[src/rtl/race_pkg.sv]
// Shared constants for the race sequencer: animal codes, idle mode code and FSM state encoding.
package race_pkg;

    localparam logic [1:0] CAT   = 2'b00;
    localparam logic [1:0] DOG   = 2'b01;
    localparam logic [1:0] MOUSE = 2'b10;

    localparam logic [3:0] MODE_IDLE = 4'b1111;

    typedef logic [1:0] state_t;

    localparam state_t ST_IDLE = 2'd0;
    localparam state_t ST_HOME = 2'd1;
    localparam state_t ST_RUN  = 2'd2;
    localparam state_t ST_DONE = 2'd3;

    // Round-robin order cat -> dog -> mouse -> cat.
    function automatic logic [1:0] next_animal(input logic [1:0] a);
        return (a == MOUSE) ? CAT : a + 2'd1;
    endfunction

endpackage

[src/rtl/race_sequencer_if.sv]
// Control/status bundle between the race sequencer and its host (buttons in, dot-matrix code out).
interface race_sequencer_if;

    logic       start;
    logic       abort;
    logic [3:0] mode;
    logic [1:0] winner;
    logic       done;
    logic       busy;

    modport master (
        output start,
        output abort,
        input  mode,
        input  winner,
        input  done,
        input  busy
    );

    modport slave (
        input  start,
        input  abort,
        output mode,
        output winner,
        output done,
        output busy
    );

endinterface

[src/rtl/race_lfsr.sv]
// 8-bit Fibonacci LFSR, x^8+x^6+x^5+x^4+1; reseeded only by reset.
module race_lfsr #(
    parameter logic [7:0] SEED = 8'hA5
) (
    input  logic       clk1khz,
    input  logic       rst_n,
    input  logic       enable,
    output logic [7:0] state
);

    logic [7:0] r_state;
    logic       w_fb;

    assign w_fb = r_state[7] ^ r_state[5] ^ r_state[4] ^ r_state[3];

    always_ff @(posedge clk1khz) begin
        if (!rst_n) begin
            r_state <= SEED;
        end else if (enable) begin
            r_state <= {r_state[6:0], w_fb};
        end
    end

    assign state = r_state;

endmodule

[src/rtl/race_sequencer.sv]
// Animal race sequencer: paces a HOME intro and a random RUN at the step tick and
// presents a stable {animal, frame} code to the dot-matrix driver.
module race_sequencer #(
    parameter int         TICK_DIV  = 1000,
    parameter logic [7:0] LFSR_SEED = 8'hA5
) (
    input  logic              clk1khz,
    input  logic              rst_n,
    race_sequencer_if.slave   bus
);

    import race_pkg::*;

    localparam int             CW = (TICK_DIV > 1) ? $clog2(TICK_DIV) : 1;
    localparam logic [CW-1:0] TC = CW'(TICK_DIV - 1);

    logic [CW-1:0] r_cnt;
    state_t        r_state;
    logic [3:0]    r_mode;
    logic [1:0]    r_winner;
    logic [1:0]    r_frame_cat;
    logic [1:0]    r_frame_dog;
    logic [1:0]    r_frame_mouse;
    logic [1:0]    r_rr;
    logic [1:0]    r_home;

    logic          w_tick;
    logic          w_start_ok;
    logic          w_lfsr_en;
    logic [7:0]    w_lfsr;
    logic          w_lfsr_unused;
    logic [1:0]    w_cur;
    logic [1:0]    w_nf;

    assign w_tick     = (r_cnt == TC);
    assign w_start_ok = bus.start && !bus.abort &&
                        ((r_state == ST_IDLE) || (r_state == ST_DONE));
    assign w_lfsr_en  = w_tick && !bus.abort &&
                        ((r_state == ST_HOME) || (r_state == ST_RUN));

    race_lfsr #(.SEED(LFSR_SEED)) u_lfsr (
        .clk1khz (clk1khz),
        .rst_n   (rst_n),
        .enable  (w_lfsr_en),
        .state   (w_lfsr)
    );

    // Only bit 0 steers the race; the rest is the generator's internal history.
    assign w_lfsr_unused = ^w_lfsr[7:1];

    always_comb begin
        w_cur = 2'b00;
        case (r_rr)
            CAT:     w_cur = r_frame_cat;
            DOG:     w_cur = r_frame_dog;
            MOUSE:   w_cur = r_frame_mouse;
            default: w_cur = 2'b00;
        endcase
        w_nf = (w_lfsr[0] && (w_cur != 2'b11)) ? w_cur + 2'd1 : w_cur;
    end

    always_ff @(posedge clk1khz) begin
        if (!rst_n) begin
            r_cnt         <= '0;
            r_state       <= ST_IDLE;
            r_mode        <= MODE_IDLE;
            r_winner      <= CAT;
            r_frame_cat   <= 2'b00;
            r_frame_dog   <= 2'b00;
            r_frame_mouse <= 2'b00;
            r_rr          <= CAT;
            r_home        <= CAT;
        end else begin
            if (w_start_ok || w_tick) begin
                r_cnt <= '0;
            end else begin
                r_cnt <= r_cnt + 1'b1;
            end

            if (bus.abort) begin
                r_state       <= ST_IDLE;
                r_mode        <= MODE_IDLE;
                r_frame_cat   <= 2'b00;
                r_frame_dog   <= 2'b00;
                r_frame_mouse <= 2'b00;
                r_rr          <= CAT;
                r_home        <= CAT;
            end else begin
                case (r_state)
                    ST_IDLE, ST_DONE: begin
                        if (bus.start) begin
                            r_state       <= ST_HOME;
                            r_frame_cat   <= 2'b00;
                            r_frame_dog   <= 2'b00;
                            r_frame_mouse <= 2'b00;
                            r_rr          <= CAT;
                            r_home        <= CAT;
                        end
                    end
                    ST_HOME: begin
                        if (w_tick) begin
                            r_mode <= {r_home, 2'b00};
                            if (r_home == MOUSE) begin
                                r_state <= ST_RUN;
                            end else begin
                                r_home <= next_animal(r_home);
                            end
                        end
                    end
                    ST_RUN: begin
                        if (w_tick) begin
                            r_mode <= {r_rr, w_nf};
                            case (r_rr)
                                CAT:     r_frame_cat   <= w_nf;
                                DOG:     r_frame_dog   <= w_nf;
                                default: r_frame_mouse <= w_nf;
                            endcase
                            // First animal to reach frame 3 wins; its code stays on display.
                            if (w_nf == 2'b11) begin
                                r_winner <= r_rr;
                                r_state  <= ST_DONE;
                            end else begin
                                r_rr <= next_animal(r_rr);
                            end
                        end
                    end
                    default: r_state <= ST_IDLE;
                endcase
            end
        end
    end

    assign bus.mode   = r_mode;
    assign bus.winner = r_winner;
    assign bus.done   = (r_state == ST_DONE);
    assign bus.busy   = (r_state == ST_HOME) || (r_state == ST_RUN);

endmodule

[src/flat_wrapper.sv]
// flat-port wrapper written by rule: the top's interface ports become plain ports
module race_sequencer_flat import race_pkg::*;
#(
    parameter int         TICK_DIV  = 1000,
    parameter logic [7:0] LFSR_SEED = 8'hA5
)
  (clk1khz, rst_n, bus_start, bus_abort, bus_mode, bus_winner, bus_done, bus_busy);
  race_sequencer_if bus_i ();
  input  logic clk1khz;
  input  logic rst_n;
  input wire logic [$bits(bus_i.start)-1:0] bus_start;
  input wire logic [$bits(bus_i.abort)-1:0] bus_abort;
  output wire logic [$bits(bus_i.mode)-1:0] bus_mode;
  output wire logic [$bits(bus_i.winner)-1:0] bus_winner;
  output wire logic [$bits(bus_i.done)-1:0] bus_done;
  output wire logic [$bits(bus_i.busy)-1:0] bus_busy;
  assign bus_i.start = bus_start;
  assign bus_i.abort = bus_abort;
  assign bus_mode = bus_i.mode;
  assign bus_winner = bus_i.winner;
  assign bus_done = bus_i.done;
  assign bus_busy = bus_i.busy;
  race_sequencer #(.TICK_DIV(TICK_DIV), .LFSR_SEED(LFSR_SEED)) u_core (.clk1khz(clk1khz), .rst_n(rst_n), .bus(bus_i));
endmodule
[config.mk]
export PLATFORM = sky130hd
export DESIGN_NAME = race_sequencer_flat
export DESIGN_NICKNAME = d
export VERILOG_FILES = /design/src/rtl/race_pkg.sv /design/src/rtl/race_sequencer_if.sv /design/src/rtl/race_lfsr.sv /design/src/rtl/race_sequencer.sv /design/src/flat_wrapper.sv
export SDC_FILE = /design/constraint.sdc
export NUM_CORES = 1
export LEC_CHECK = 0
export BUFFER_PORTS_ARGS = -buffer_cell sky130_fd_sc_hd__buf_2
export CAP_MARGIN = 20
export CORE_UTILIZATION = 35
export DETAILED_ROUTE_END_ITERATION = 10
export MAX_ROUTING_LAYER = met4
export PLACE_DENSITY = 0.47
export SLEW_MARGIN = 40
export SYNTH_ARGS = -nofsm -noshare
export SYNTH_HDL_FRONTEND = slang
export SYNTH_SLANG_ARGS = --single-unit
[constraint.sdc]
create_clock -name clk1khz -period 5.59 [get_ports clk1khz]
set_clock_uncertainty 0.2 [all_clocks]
set_input_delay 0.2795 -clock clk1khz [delete_from_list [all_inputs] [get_ports clk1khz]]
set_output_delay 0.2795 -clock clk1khz [all_outputs]
set_load 0.05 [all_outputs]
==> results.toml <==
[outcome]
status = "complete, no violations"

[synthesis]
avgSynthCellArea_um2 = 9.001
synth_edf_count = 0
syn_nets = 212
synthSimpleGateAreaFrac_pct = 22.61
synth-adder-area-share_pct = 4.841
async_flop_share_pct = 0
syn_inst = 201
ys_warn_count = 0
synth.area.mux_share_pct = 11.62
synth_seq_cells = 36
yosysSeqAreaShare_pct = 39.83
ys_types = 39
synth_top_family_by_area = "simple AND/OR/NAND/NOR gates"
synth_xor_xnor_area_share_pct = 5.809
synth_area_mm2 = 0.001809
synth_compound_area_share_pct = 10.72
ys_dominant_reg_cell = "dfxtp_1"

[place]
dpl_cell_area_mm2 = 0.001903
routabilityCongestion = 0.7938
portBuffers = 11
dp.cells = 271
dp_slack_ps = 2745
dp_hpwl_um = 2648

[global_route]
grt_overflow = 0
grt_pass1_wl_um = 6272
antenna_found_initial = 0
grt_max_degree = 17
grt_usage_pct = 15.79
grt_pass1_vias = 1379

[routing]
vias = 1405
wire_per_inst_um = 12.86
viasPerCell = 5.036
routed_wl_um = 3587
drtIter0Drc = 117
drc = 0
dr.pass1.iters = 4
drtAntennaViolNets = 0

[sta]
postLayoutSetupSlackWorst_ps = 2631
fin_crit_ps = 2959
fmax_mhz = 337.9
final_hold_viol_count = 0
drv_slew = 0
worstMarginPinSlew_ps = 802.7
slew_headroom_pct = 46.12
timing.hold.ws_ps = 87.70
rsz0062_at_grt = "false"
setup-tns-final_ps = 0
finalSetupViolations = 0
min_period_over_period_pct = 52.94

[worst_setup_path]
arrival_ps = 2930
cp-start-kind = "flop"
crit_path_max_incr_delay_ps = 680
path_max_fanout = 8
cp_common_cell = "mux2i_1"
crit_chain = "mux2i_1 > o21ai_0 > ha_1 > o2111a_1 > a311oi_1 > nand3_1 > mux2i_1"
cpMaxStageDelayCell = "a311oi_1"
cp.required_ps = 5560
path_class = "reg2reg"
r2r_cells = 7
cp-end-kind = "flop"

[final_layout]
layout.nets = 222
top_register = "u_core.r_cnt"
diodes = 0
syn_to_final_growth_pct = 10.30
final_area_mm2 = 0.001996
largest_register_ff_count = 10
final_cells = 279
post-route-util_pct = 41.16
drive_gt1_share_pct = 9.906

[clock_network]
root_buffer = "clkbuf_8"
cts_buffer_depth = 2
cts_made_buffers = 5
cts_tree = "built"
clk_latency_ps = 290
clock-sinks = 36
holdBufCountCts = 0
ctsHtreeMaxLevel = 2
path_clk_slew_ps = 70
cts_setup_buffers = 0
postCtsResizedCells = 0

[die]
dieWidth_um = 73.90
core-area_mm2 = 0.004848
die_h_um = 73.90
die_area_mm2 = 0.005460
std_cell_rows = 25
pin_count = 12
floorplan.initialDensity_pct = 37.32

[power_and_ir_drop]
p_clk_share_pct = 38.4
seq_power_share_pct = 52.9
p_leak_nw = 0.7480
power_mw = 0.4956
p_int_mw = 0.3744
ir_worst_vdd_mv = 0.08951
p_per_area_mw_per_mm2 = 248.3
switching_share_pct = 24.46
netSwitchingPower_mw = 0.1212
combPwrFrac_pct = 8.7

[run]
max-cap-violations = 0

[hold_path]
hold_depth = 2
hold_class = "in2reg"
[worst max-delay path: cells and delay by family, from the launching register on]
family | cells | cell delay [ps]
AO/OA/AOI/OAI | 3 | 1250
adder cells (fa/ha/maj) | 1 | 330
flip-flops | 1 | 490
multiplexers | 2 | 310
AND/OR/NAND/NOR | 1 | 260
[power groups by stage]
stage	clock, mW	combinational (mW)	sequential [mW]
floorplan	0	0.0336	0.267
global placement	0	0.0429	0.268
detailed placement	0	0.0432	0.268
CTS	0.198	0.0433	0.262
global route	0.209	0.0490	0.262
finish	0.190	0.0432	0.262
[Yosys cell counts (all sizes together) (2+ instances only)]
library cell / number / share of area (%)
dfxtp: 36 / 40
nand2: 25 / 5.2
mux2i: 21 / 12
nor2: 18 / 3.7
nand3: 11 / 3.0
inv: 10 / 2.1
xnor2: 8 / 3.9
ha: 7 / 4.8
nor2b: 7 / 2.4
o21ai: 6 / 1.7
clkbuf: 5 / 1.0
nand2b: 4 / 1.4
xor2: 4 / 1.9
a21oi: 3 / 0.83
buf: 3 / 1.5
nand3b: 3 / 1.2
nand4: 3 / 1.0
nor3: 3 / 1.5
o211ai: 3 / 1.2
a221o: 2 / 1.1
nor4: 2 / 0.69
o41ai: 2 / 0.97
[layout by cell type (no fill, tap or decap), drive strengths merged, types with 4 or more instances in the layout]
cell / instances
dfxtp: 36
nand2: 25
mux2i: 21
nor2: 18
nand3: 11
buf: 11
inv: 10
xnor2: 8
clkbuf: 8
ha: 7
nor2b: 7
o21ai: 6
nand2b: 4
xor2: 4
[cell families after synthesis]
kind of cell	after synthesis
and+or+nand+nor	81
xor gates and xnor gates	12
adders and majority gates	7
muxes	21
AOI/OAI and AO/OA	26
DFF	36
buffers and inverters	18
[layer usage]
metal	GRT usage [%]	wire, um
met1	18.96	1751
met2	24.97	1631
met3	4.115	131
met4	6.624	72
met5	-	0
[path summary, 6_finish.rpt]
path	from	slack [ps]	end
min reg2reg	u_core.bus.winner[0]	270	u_core.bus.winner[0]
max reg2reg	u_core.r_rr[1]	2630	u_core.r_rr[1]
min	rst_n	90	u_core.u_lfsr.state[7]
max	u_core.r_rr[1]	2630	u_core.r_rr[1]
[area by class of cell]
| cell class | instances | area, um2 |
|---|---|---|
| Tap cell | 67 | 83.83 |
| Timing Repair Buffer | 11 | 55.05 |
| Fill cell | 498 | 2853 |
| Multi-Input combinational cell | 147 | 1008 |
| Sequential cell | 36 | 720.7 |
| Inverter | 10 | 37.54 |
| Clock buffer | 8 | 90.09 |
(Power assumes the default switching activity.)
